===== src/rtl/seg_scan_capture.sv =====
// seg_scan_capture
//   Receive-side monitor for an 8-digit multiplexed 7-segment scan. It watches
//   the active-low digit select and segment lines, samples each digit once its
//   select has been stable long enough, and rebuilds the 64-bit display frame.
//
// Ports
//   clk            system clock
//   rst            synchronous reset, active-high
//   led_en[7:0]    digit select, active-low one-hot (bit i low = digit i)
//   led_cx[7:0]    segment byte of the selected digit, active-low, kept raw
//   err_clr        pulse that clears scan_err
//   frame[63:0]    last complete frame, digit i at [8i+7:8i]
//   frame_valid    one-cycle pulse, frame updated in the same cycle
//   capture_strobe one-cycle pulse per digit sampled
//   capture_idx    index of the digit sampled, valid with capture_strobe
//   scan_err       sticky flag: select was neither one-hot-low nor 8'hFF
//   stale          no frame completed within STALE_CYCLES cycles
module seg_scan_capture #(
  parameter int SETTLE_CYCLES = 16,
  parameter int STALE_CYCLES  = 1000000
) (
  input  logic        clk,
  input  logic        rst,
  input  logic [7:0]  led_en,
  input  logic [7:0]  led_cx,
  input  logic        err_clr,
  output logic [63:0] frame,
  output logic        frame_valid,
  output logic        capture_strobe,
  output logic [2:0]  capture_idx,
  output logic        scan_err,
  output logic        stale
);

  localparam int DW = $clog2(SETTLE_CYCLES + 1);
  localparam int SW = $clog2(STALE_CYCLES + 1);

  typedef enum logic [1:0] {
    ST_IDLE,
    ST_SETTLE,
    ST_HELD
  } state_t;

  state_t        state_reg, state_next;
  logic [DW-1:0] d_reg, d_next;
  logic [SW-1:0] s_reg;
  logic [7:0]    en_q_reg, cx_q_reg, en_prev_reg;
  logic [7:0]    mask_reg;
  logic [63:0]   shadow_reg;
  logic [63:0]   frame_reg;
  logic          frame_valid_reg;
  logic          capture_strobe_reg;
  logic [2:0]    capture_idx_reg;
  logic          scan_err_reg;

  // Select decode on the registered copy of led_en.
  logic [7:0]  sel_n;
  logic        one_hot;
  logic        blank;
  logic        illegal;
  logic        changed;
  logic [2:0]  sel_idx;
  logic        fire;
  logic [7:0]  mask_merged;
  logic [63:0] shadow_merged;
  logic        frame_done;

  assign sel_n   = ~en_q_reg;
  assign one_hot = (sel_n != 8'h00) && ((sel_n & (sel_n - 8'd1)) == 8'h00);
  assign blank   = (en_q_reg == 8'hFF);
  assign illegal = !one_hot && !blank;
  assign changed = (en_q_reg != en_prev_reg);

  always_comb begin
    sel_idx = 3'd0;
    for (int i = 0; i < 8; i++) begin
      if (!en_q_reg[i]) sel_idx = 3'(i);
    end
  end

  // Dwell state machine. Any non-one-hot select (blank or illegal) ends the
  // dwell; a change to another one-hot value restarts it. The capture fires
  // on the step of d from SETTLE_CYCLES-1 to SETTLE_CYCLES, after which the
  // dwell is parked in HELD so it can never be sampled twice.
  always_comb begin
    state_next = state_reg;
    d_next     = d_reg;
    fire       = 1'b0;
    if (!one_hot) begin
      state_next = ST_IDLE;
      d_next     = '0;
    end else if (changed) begin
      state_next = ST_SETTLE;
      d_next     = '0;
    end else begin
      case (state_reg)
        ST_IDLE, ST_SETTLE: begin
          if (d_reg == DW'(SETTLE_CYCLES - 1)) begin
            fire       = 1'b1;
            state_next = ST_HELD;
            d_next     = DW'(SETTLE_CYCLES);
          end else begin
            state_next = ST_SETTLE;
            d_next     = d_reg + 1'b1;
          end
        end
        ST_HELD: begin
          state_next = ST_HELD;
        end
        default: begin
          state_next = ST_IDLE;
          d_next     = '0;
        end
      endcase
    end
  end

  // Byte lanes with the digit being captured merged in; this is both the
  // next shadow and, when the mask fills, the completed frame.
  generate
    for (genvar gi = 0; gi < 8; gi++) begin : g_lane
      logic hit;
      assign hit                      = fire && (sel_idx == 3'(gi));
      assign shadow_merged[8*gi +: 8] = hit ? cx_q_reg : shadow_reg[8*gi +: 8];
      assign mask_merged[gi]          = mask_reg[gi] | hit;
    end
  endgenerate

  assign frame_done = fire && (mask_merged == 8'hFF);

  always_ff @(posedge clk) begin
    if (rst) begin
      state_reg          <= ST_IDLE;
      d_reg              <= '0;
      s_reg              <= '0;
      en_q_reg           <= 8'hFF;
      cx_q_reg           <= 8'hFF;
      en_prev_reg        <= 8'hFF;
      mask_reg           <= 8'h00;
      shadow_reg         <= 64'h0;
      frame_reg          <= 64'h0;
      frame_valid_reg    <= 1'b0;
      capture_strobe_reg <= 1'b0;
      capture_idx_reg    <= 3'd0;
      scan_err_reg       <= 1'b0;
    end else begin
      en_q_reg           <= led_en;
      cx_q_reg           <= led_cx;
      en_prev_reg        <= en_q_reg;
      state_reg          <= state_next;
      d_reg              <= d_next;
      capture_strobe_reg <= fire;
      if (fire) capture_idx_reg <= sel_idx;
      shadow_reg         <= shadow_merged;
      mask_reg           <= frame_done ? 8'h00 : mask_merged;
      frame_valid_reg    <= frame_done;
      if (frame_done) frame_reg <= shadow_merged;
      // A new illegal select wins over a simultaneous clear.
      if (illegal) scan_err_reg <= 1'b1;
      else if (err_clr) scan_err_reg <= 1'b0;
      if (frame_done) s_reg <= '0;
      else if (s_reg < SW'(STALE_CYCLES)) s_reg <= s_reg + 1'b1;
    end
  end

  assign frame          = frame_reg;
  assign frame_valid    = frame_valid_reg;
  assign capture_strobe = capture_strobe_reg;
  assign capture_idx    = capture_idx_reg;
  assign scan_err       = scan_err_reg;
  // s is cleared on the edge that raises frame_valid, so stale drops with it.
  assign stale          = (s_reg >= SW'(STALE_CYCLES));

endmodule


===== config.mk =====
export PLATFORM = sky130hd
export DESIGN_NAME = seg_scan_capture
export DESIGN_NICKNAME = d
export VERILOG_FILES = /design/src/rtl/seg_scan_capture.sv
export SDC_FILE = /design/constraint.sdc
export NUM_CORES = 1
export LEC_CHECK = 0
export CAP_MARGIN = 20
export CORE_ASPECT_RATIO = 1.4
export CORE_MARGIN = 1.5
export CORE_UTILIZATION = 45
export DETAILED_ROUTE_END_ITERATION = 10
export PLACE_DENSITY = 0.71
export SYNTH_ARGS = -nofsm -noshare
export SYNTH_HDL_FRONTEND = slang
export SYNTH_SLANG_ARGS = --single-unit

===== constraint.sdc =====
create_clock -name clk -period 6.6 [get_ports clk]
set_clock_uncertainty 0.05 [all_clocks]
set_input_delay 1.32 -clock clk [delete_from_list [all_inputs] [get_ports clk]]
set_output_delay 1.32 -clock clk [all_outputs]
set_load 0.02 [all_outputs]

# Word-level counts from Yosys, hierarchy flattened
# Cells that the tools add are included.
word_totals:
  register_bits: 193
  inputBits: 19
  output_inout_bits: 71
  wordCells: 91
classes:
  n_addsub: 3
  n_lt_le_gt_ge: 2
  eq_ne: 13
  mux: 26
  bitwise: 11
  n_reduce_logical: 22
op_table:
  columns: ["op", "n"]
  rows:
  - ["two-way mux 8 bit", 8]
  - ["adder 20 x 1 -> 20 bit (second input constant)", 1]
  - ["greater-or-equal comparator 20 bit (second input constant)", 1]
  - ["less-than comparator 20 bit (second input constant)", 1]
  - ["two-way mux 3 bit", 6]
  - ["equality test 8 bit (second input constant)", 2]
  - ["equality test 3 bit (second input constant)", 4]
  - ["logical AND 1 bit", 11]
  - ["case mux 5 bit (2 select lines)", 1]
  - ["bitwise AND 8 bit", 1]
  - ["logical NOT 8 bit", 1]
  - ["two-way mux 1 bit", 8]
  - ["inequality test 8 bit", 1]
  - ["inverter 8 bit", 1]
  - ["OR 1 bit", 8]
  - ["nonzero test 8 bit", 1]
  - ["subtractor 8 x 1 -> 8 bit (second input constant)", 1]
  - ["equality test 3 x 2 -> 1 bit (second input constant)", 2]
  - ["OR reduction 2 bit", 3]
  - ["adder 5 x 1 -> 5 bit (second input constant)", 1]
  - ["equality test 5 x 4 -> 1 bit (second input constant)", 1]
  - ["two-way mux 5 bit", 1]
  - ["case mux 2 bit (2 select lines)", 1]
  - ["equality test 3 x 1 -> 1 bit (second input constant)", 1]
  - ["9 further kinds", 10]

# Depth between registers and ports, before layout
# Gate-level depths: netlist (run 1).
depth:
  ltp_word: 13
  depth_mapped: 10
  mapped_depth_nobuf: 8

# Least setup slack after synthesis (run 1)
# No wires, ideal clock.
synth_timing:
  path_kind: "register to output"
  start: "reg s_reg[11]"
  end: "out stale"
  t_arrival_ps: 1496
  required_time_ps: 5230
  path_slack_ps: 3734
  path_stages_with_launch: 6
  n_path_buf: 1
  path_cell_list: "dfxtp_1 nor4_1 a21boi_0 o21bai_1 clkbuf_1 inv_1"
synth_via:
  elab_chain_cells: 1
synth_rtl:
  columns: ["item", "line", "source"]
  rows:
  - ["from (decl)", "46", "logic [SW-1:0] s_reg;"]
  - ["from (signal assigned)", "162", "else if (s_reg < SW'(STALE_CYCLES)) s_reg <= s_reg + 1'b1;"]
  - ["greater-or-equal comparator 20 bit", "172", "assign stale = (s_reg >= SW'(STALE_CYCLES));"]
  - ["to (decl)", "32", "output logic stale"]
# No other way between the ends.

# Worst setup path after layout (run 1)
layout_timing:
  start: "reg en_q_reg[7]"
  end: "reg mask_reg[2]"
layout_via:
  elab_chain_cells: 11
  elab_cells_between_ends: 37
  classes_between: "add/sub: 1; eq/ne: 9; mux: 3; bitwise: 10; reduce/logical: 14"
layout_rtl:
  columns: ["item", "line", "source"]
  rows:
  - ["from (decl)", "47", "logic [7:0] en_q_reg, cx_q_reg, en_prev_reg;"]
  - ["from (signal assigned)", "147", "en_q_reg <= led_en;"]
  - ["inverter 8 bit", "68", "assign sel_n = ~en_q_reg;"]
  - ["subtractor 8 x 1 -> 8 bit", "69", "assign one_hot = (sel_n != 8'h00) && ((sel_n & (sel_n - 8'd1)) == 8'h00);"]
  - ["bitwise AND 8 bit", "69", null]
  - ["logical NOT 8 bit", "69", null]
  - ["logical AND 1 bit", "69", null]
  - ["two-way mux 1 bit", "89", "if (!one_hot) begin"]
  - ["logical AND 1 bit", "123", "assign hit = fire && (sel_idx == 3'(gi));"]
  - ["OR 1 bit", "125", "assign mask_merged[gi] = mask_reg[gi] | hit;"]
  - ["equality test 8 bit", "129", "assign frame_done = fire && (mask_merged == 8'hFF);"]
  - ["logical AND 1 bit", "129", null]
  - ["OR reduction 2 bit (no source line)", null, null]
  - ["to (signal assigned)", "155", "mask_reg <= frame_done ? 8'h00 : mask_merged;"]
  - ["to (decl)", "48", "logic [7:0] mask_reg;"]
# Several ways; a longest one is shown, not always the timed one.
# A chain may end at the register's enable or synchronous reset.

==> metrics.csv, run 1 <==
stage,metric,value,unit
routing,drtIter0Drc,351,
timing,period_minus_slack,3.686,ns
critical_path,setup.worst_path.start,en_q_reg[7],
yosys,netlist_instances,760,
placement,port_buffers,89,
floorplanning,num_rows,57,
timing,drv_slew,0,
global_route,grt_pass1_wl,27.64,mm
yosys,synth_warnings,0,
clocking,cts_buffer_depth,2,
clocking,cts.clk_slew.worst_paths,0.07,ns
clocking,clkLatencyLatePin,0.42,ns
floorplanning,fp.dieH,160.9,um
yosys,yosys.area.top_type,dfxtp_1,
yosys,syn-num-nets,783,
timing,tightest_slew,1.037,ns
yosys,ys_seq_elements,193,
clocking,ctsHoldBuffers,0,
clocking,post-cts-setup-buffers,0,
critical_path,worstPathRequired,6.83,ns
placement,routabilityCongestion,0.7795,
yosys,yosys.area.top_type_share,48.23,%
global_route,grt_max_degree,108,
floorplanning,io_pins,90,
routing,via_per_inst,5.336,
status,status,"finished, final reports clean",
floorplanning,start_util,46.03,%
global_route,grt_pass1_vias,5376,
hold_path,holdCritPathClass,register to register,
cells_and_area,nNetsFinal,824,
clocking,htreeDepth,4,
global_route,globalRouteOverflowTotal,0,
yosys,synth_edf_count,0,
timing,finalSetupTns,0,ns
clocking,cts_inserted_buffers,17,
yosys,async_flop_share,0,%
timing,finalHoldViolations,0,
routing,drtPass1Iterations,4,
yosys,synth_area_leaders,"dfxtp_1, mux2i_1, a211oi_2",
critical_path,worstSetupPathType,register to register,
critical_path,r2r_start,en_q_reg[7],
timing,rsz0062_at_grt,false,
cells_and_area,drive_gt1_share,21.62,%
routing,ant_nets,0,
timing,slew_headroom,30.86,%
timing,finalSetupViolCount,0,
placement,dpl.hpwl,10.54,mm
global_route,antenna_found_initial,0,
cells_and_area,num-fill-cells,1600,
placement,place_inst,1017,
routing,num_vias,5603,
hold_path,min_from,mask_reg[3],
routing,wl,17.09,mm
routing,post-route-drc-count,0,
job,cap_violations,0,
critical_path,end_kind,register,
cells_and_area,diodes,0,
yosys,synth.avg_cell_area,10.54,um^2
floorplanning,core,17400,um^2
critical_path,cp_max_fo,66,
routing,post_drt_wl_per_cell,16.27,um
floorplanning,die_area,18620,um^2
pwr,p_leak,3.242,nW
yosys,synthFlopType,dfxtp_1,
cells_and_area,syn2layout_area_growth,18.17,%
clocking,cts_root_buf,clkbuf_16,
yosys,syn-cell-area,8010,um^2
pwr,power,2.289,mW
pwr,powerDensity,241.9,nW/um^2
timing,final.period_utilization,55.85,%
clocking,cts_tree,yes,
critical_path,start_kind,register,
global_route,grt_use_total,18.69,%
yosys,synthDistinctLibCells,55,
yosys,synth-seq-area-share,48.23,%
critical_path,critPathArrivalTime,3.91,ns
cells_and_area,fin_cells,1050,
clocking,clock_sinks,193,
timing,fmax,271.3,MHz
clocking,cts.repair.resized,0,
floorplanning,die_w,115.8,um
pwr,peakVddDrop,0.0001845,V
==> critical path, stage by stage (launching register included) <==
cell and delay, ns:
dfxtp_1 0.64, and4_4 0.35, or4b_1 0.46, a221oi_2 0.31, a21boi_4 0.23, buf_4 0.79, a21oi_1 0.45, a21boi_0 0.25
==> layer usage <==
metal	global-route usage (%)	part of all wire (%)
met4	4.545	1.1
met3	3.962	3.1
met5	0	0
met2	31.28	50
met1	24.43	46
==> Yosys cell counts (all sizes together), types with 6 or more instances <==
| library cell | instances |
|---|---|
| and3 | 8 |
| xor2 | 23 |
| inv | 11 |
| mux2i | 65 |
| and2 | 6 |
| clkbuf | 36 |
| nand2b | 8 |
| nor2 | 80 |
| nor3 | 22 |
| a21oi | 73 |
| a21boi | 8 |
| nand3 | 7 |
| buf | 40 |
| or2 | 25 |
| nand4 | 9 |
| a211oi | 72 |
| dfxtp | 193 |
| nand2 | 15 |
==> cell families (layout without fill, tap and decap cells) <==
logic type	count (synthesis)	after routing	share of synthesized area, %
DFF	193	193	48.23
AOI/OAI and AO/OA	183	183	20.81
adders and majority gates	5	5	0.7498
xor gates and xnor gates	26	26	2.843
muxes	65	65	8.122
and+or+nand+nor	201	201	12.75
buffers and inverters	87	141	6.498
==> layout make-up <==
class,instances,area [um^2],area share (%)
Sequential cell,193,3864,40.82
Multi-Input combinational cell,480,3691,39.00
Timing Repair Buffer,98,979.7,10.35
Clock buffer,17,425.4,4.494
Tap cell,236,295.3,3.120
Clock inverter,15,168.9,1.785
Inverter,11,41.29,0.4362
==> where the power goes <==
part | internal, mW | leakage [nW] | switching (mW) | total [mW]
Combinational | 0.0315 | 1.39 | 0.0442 | 0.0757
Sequential | 1.17 | 1.56 | 0.0205 | 1.19
Clock | 0.540 | 0.286 | 0.480 | 1.02
Total | 1.74 | 3.24 | 0.544 | 2.29
==> worst paths after layout <==
path,endpoint,slack (ns),cells past startpoint
worst max-delay path,mask_reg[2],2.91,7
worst min-delay path,mask_reg[3],0.42,1
worst min register to register,mask_reg[3],0.42,1
worst max register to register,mask_reg[2],2.91,7
==> stage by stage <==
step | utilization, % | area (um^2) | hold slack, ns | setup WS, ns
6_report | 54.39 | 9465 | 0.4159 | 2.914
2_1_floorplan | - | 8010 | 0.3819 | 3.734
3_5_place_dp | 50.82 | 8843 | 0.4041 | 2.980
4_1_cts | 54.24 | 9438 | 0.4199 | 2.928
5_1_grt | 54.39 | 9465 | 0.4452 | 2.702
3_3_place_gp | 50.82 | 8843 | 0.3994 | 3.007
==> cell usage in the layout (no fill, tap or decap), types with 2 or more instances in the layout <==
cell type | synthesis | routed
or3_1 | 5 | 5
nor2b_1 | 2 | 2
nand3_1 | 7 | 7
nor3_1 | 22 | 22
nor4_1 | 3 | 3
clkbuf_16 | 0 | 17
inv_6 | 0 | 4
clkdlybuf4s50_1 | 0 | 88
xnor2_1 | 3 | 3
nand2b_1 | 8 | 8
a211oi_2 | 50 | 49
ha_1 | 4 | 4
mux2i_1 | 65 | 65
a2111oi_4 | 0 | 4
a21oi_2 | 49 | 49
buf_4 | 8 | 8
dfxtp_1 | 193 | 193
clkinv_8 | 0 | 2
clkinv_4 | 0 | 2
a21oi_1 | 24 | 24
or2_2 | 25 | 25
a211oi_1 | 22 | 22
nand4_1 | 9 | 9
o21ai_0 | 4 | 4
a211o_1 | 3 | 3
nor2_1 | 80 | 80
clkinvlp_4 | 0 | 2
a21boi_0 | 7 | 7
xor2_1 | 23 | 23
a31oi_1 | 5 | 5
nand2_1 | 15 | 15
o21a_1 | 4 | 4
inv_8 | 0 | 3
and3_1 | 8 | 8
and4b_1 | 2 | 2
and2_1 | 6 | 5
and4_1 | 3 | 3
inv_1 | 11 | 11
Power figures use the tool's default switching activity.
==> inputs of run 2 (changes only) <==
Settings changed: PLACE_DENSITY 0.71 to 0.74.
Clock period 6.6 ns to 3.1 ns, I/O delays scaled along.
==> run 2 against run 1 <==
Net effect:
- clock power grew 120%
- highest routed layer unchanged
- critical path depth grew 2
- die area is the same
- wire length grew 4.5%
- via count grew 1.0%
- utilization grew 1.2 points
- clock-buffer cell count is the same
==> metrics.csv, run 2 (synthesis results as in run 1) <==
stage,metric,value,unit,change
routing,num_vias,5660,,was 5603
placement,postPlaceCellArea,9074,um^2,was 8843 um^2
timing,finalSetupTns,0,ns,unchanged
global_route,globalRouteOverflowTotal,0,,unchanged
timing,finalSetupViolCount,0,,unchanged
floorplanning,core,17400,um^2,unchanged
timing,fin_ws,0.2715,ns,was 2.914 ns
critical_path,worstPathRequired,3.33,ns,was 6.83 ns
placement,place_inst,1041,,was 1017
cells_and_area,stdcell_area,9674,um^2,was 9465 um^2
cells_and_area,syn2layout_area_growth,20.77,%,was 18.17%
job,cap_violations,0,,unchanged
critical_path,critPathArrivalTime,3.06,ns,was 3.91 ns
placement,dpl.hpwl,11.46,mm,was 10.54 mm
global_route,antenna_found_initial,0,,unchanged
pwr,p_leak,3.371,nW,was 3.242 nW
global_route,use_met2,32.78,%,was 31.28%
critical_path,start_kind,register,,unchanged
global_route,grt_pass1_wl,28.45,mm,was 27.64 mm
routing,post-route-drc-count,0,,unchanged
routing,post_drt_wl_per_cell,16.66,um,was 16.27 um
timing,finalHoldViolations,0,,unchanged
floorplanning,die_w,115.8,um,unchanged
cells_and_area,nNetsFinal,847,,was 824
pwr,power,4.965,mW,was 2.289 mW
clocking,cts.clk_slew.worst_paths,0.07,ns,about the same
global_route,use_met1,25.10,%,was 24.43%
clocking,cts_inserted_buffers,17,,unchanged
routing,via_per_inst,5.280,,was 5.336
pwr,peakVddDrop,0.0003360,V,was 0.0001845 V
timing,fmax,353.5,MHz,was 271.3 MHz
clocking,cts_tree,yes,,unchanged
clocking,htreeDepth,4,,unchanged
cells_and_area,fin_util,55.59,%,was 54.39%
placement,port_buffers,89,,unchanged
cells_and_area,drive_gt1_share,23.68,%,was 21.62%
global_route,grt_pass1_vias,5409,,was 5376
critical_path,critPathMaxStageDelay,0.40,ns,was 0.79 ns
status,status,"finished, final reports clean",,unchanged
routing,drtIter0Drc,352,,was 351
timing,tightest_slew,1.130,ns,was 1.037 ns
hold_path,holdCritPathClass,register to register,,unchanged
timing,final.period_utilization,91.24,%,was 55.85%
critical_path,cp_slowest_cell,dfxtp_1,,was buf_4
global_route,grt_use_total,19.43,%,was 18.69%
pwr,powerDensity,513.2,nW/um^2,was 241.9 nW/um^2
timing,slew_headroom,24.38,%,was 30.86%
critical_path,critPathTopFamily,buffers and inverters,,was compound AO/OA/AOI/OAI gates
floorplanning,num_rows,57,,unchanged
timing,period_minus_slack,2.828,ns,was 3.686 ns
global_route,grt_max_degree,81,,was 108
timing,holdWs,0.4200,ns,was 0.4159 ns
clocking,cts_buffer_depth,2,,unchanged
critical_path,worstSetupPathType,register to register,,unchanged
clocking,cts.repair.resized,0,,unchanged
clocking,cts_root_buf,clkbuf_16,,unchanged
floorplanning,io_pins,90,,unchanged
cells_and_area,layout_commonest_cell,dfxtp_1,,unchanged
clocking,clock_sinks,193,,unchanged
floorplanning,die_area,18620,um^2,unchanged
timing,drv_slew,0,,unchanged
routing,ant_nets,0,,unchanged
clocking,clkLatencyLatePin,0.42,ns,about the same
placement,dpl_worst_slack,0.3698,ns,was 2.980 ns
critical_path,worstPathCellList,"ha_1, and3_1, ha_1, nand2b_1, buf_4, a2111oi_2, buf_4, mux2i_1, a211oi_2",,"was and4_4, or4b_1, a221oi_2, a21boi_4, buf_4, a21oi_1, a21boi_0"
placement,routabilityCongestion,0.8475,,was 0.7795
critical_path,cp_max_fo,9,,was 66
floorplanning,fp.dieH,160.9,um,unchanged
cells_and_area,mostFrequentLayoutCells,"dfxtp_1, clkdlybuf4s50_1, nor2_1",,unchanged
cells_and_area,diodes,0,,unchanged
cells_and_area,fin_cells,1072,,was 1050
timing,rsz0062_at_grt,false,,unchanged
critical_path,critPathBufInv,2,,was 1
routing,wl,17.86,mm,was 17.09 mm
clocking,post-cts-setup-buffers,0,,unchanged
global_route,busiest_layer,met2,,unchanged
global_route,use_met3,3.283,%,was 3.962%
routing,drtPass1Iterations,5,,was 4
critical_path,end_kind,register,,unchanged
floorplanning,start_util,46.03,%,unchanged
clocking,ctsHoldBuffers,0,,unchanged
[run 2: cell type report]
| cell class | count | area, um^2 |
|---|---|---|
| well taps | 236 | 295.3 |
| repair buffers | 121 | 1207 |
| inverters | 11 | 41.29 |
| multi-input cells | 480 | 3666 |
| clock inverters | 14 | 175.2 |
| clock buffers | 17 | 425.4 |
| flip-flops and latches | 193 | 3864 |
| fillers | 1548 | 7727 |
[run 2: worst paths after layout]
check | start | end | slack, ns | depth (start not counted)
worst min register to register | mask_reg[3] | mask_reg[3] | 0.42 | 1
worst max register to register | d_reg[0] | frame[48] | 0.27 | 9
worst min-delay path | mask_reg[3] | mask_reg[3] | 0.42 | 1
worst max-delay path | d_reg[0] | frame[48] | 0.27 | 9
[run 2: where the power goes]
| group | switching [mW] | total [mW] | internal (mW) |
|---|---|---|---|
| Clock | 0.971 | 2.25 | 1.28 |
| Combinational | 0.103 | 0.177 | 0.0741 |
| Sequential | 0.0369 | 2.54 | 2.50 |
| Total | 1.11 | 4.96 | 3.85 |
[run 2: routing by layer]
| metal | part of all wire, % | vias to the layer above | wire length (um) |
|---|---|---|---|
| li1 | - | 2805 | - |
| met1 | 44 | 2734 | 7934 |
| met2 | 51 | 96 | 9076 |
| met3 | 2.8 | 25 | 493 |
| met4 | 2.0 | 0 | 352 |
| met5 | 0 | - | 0 |
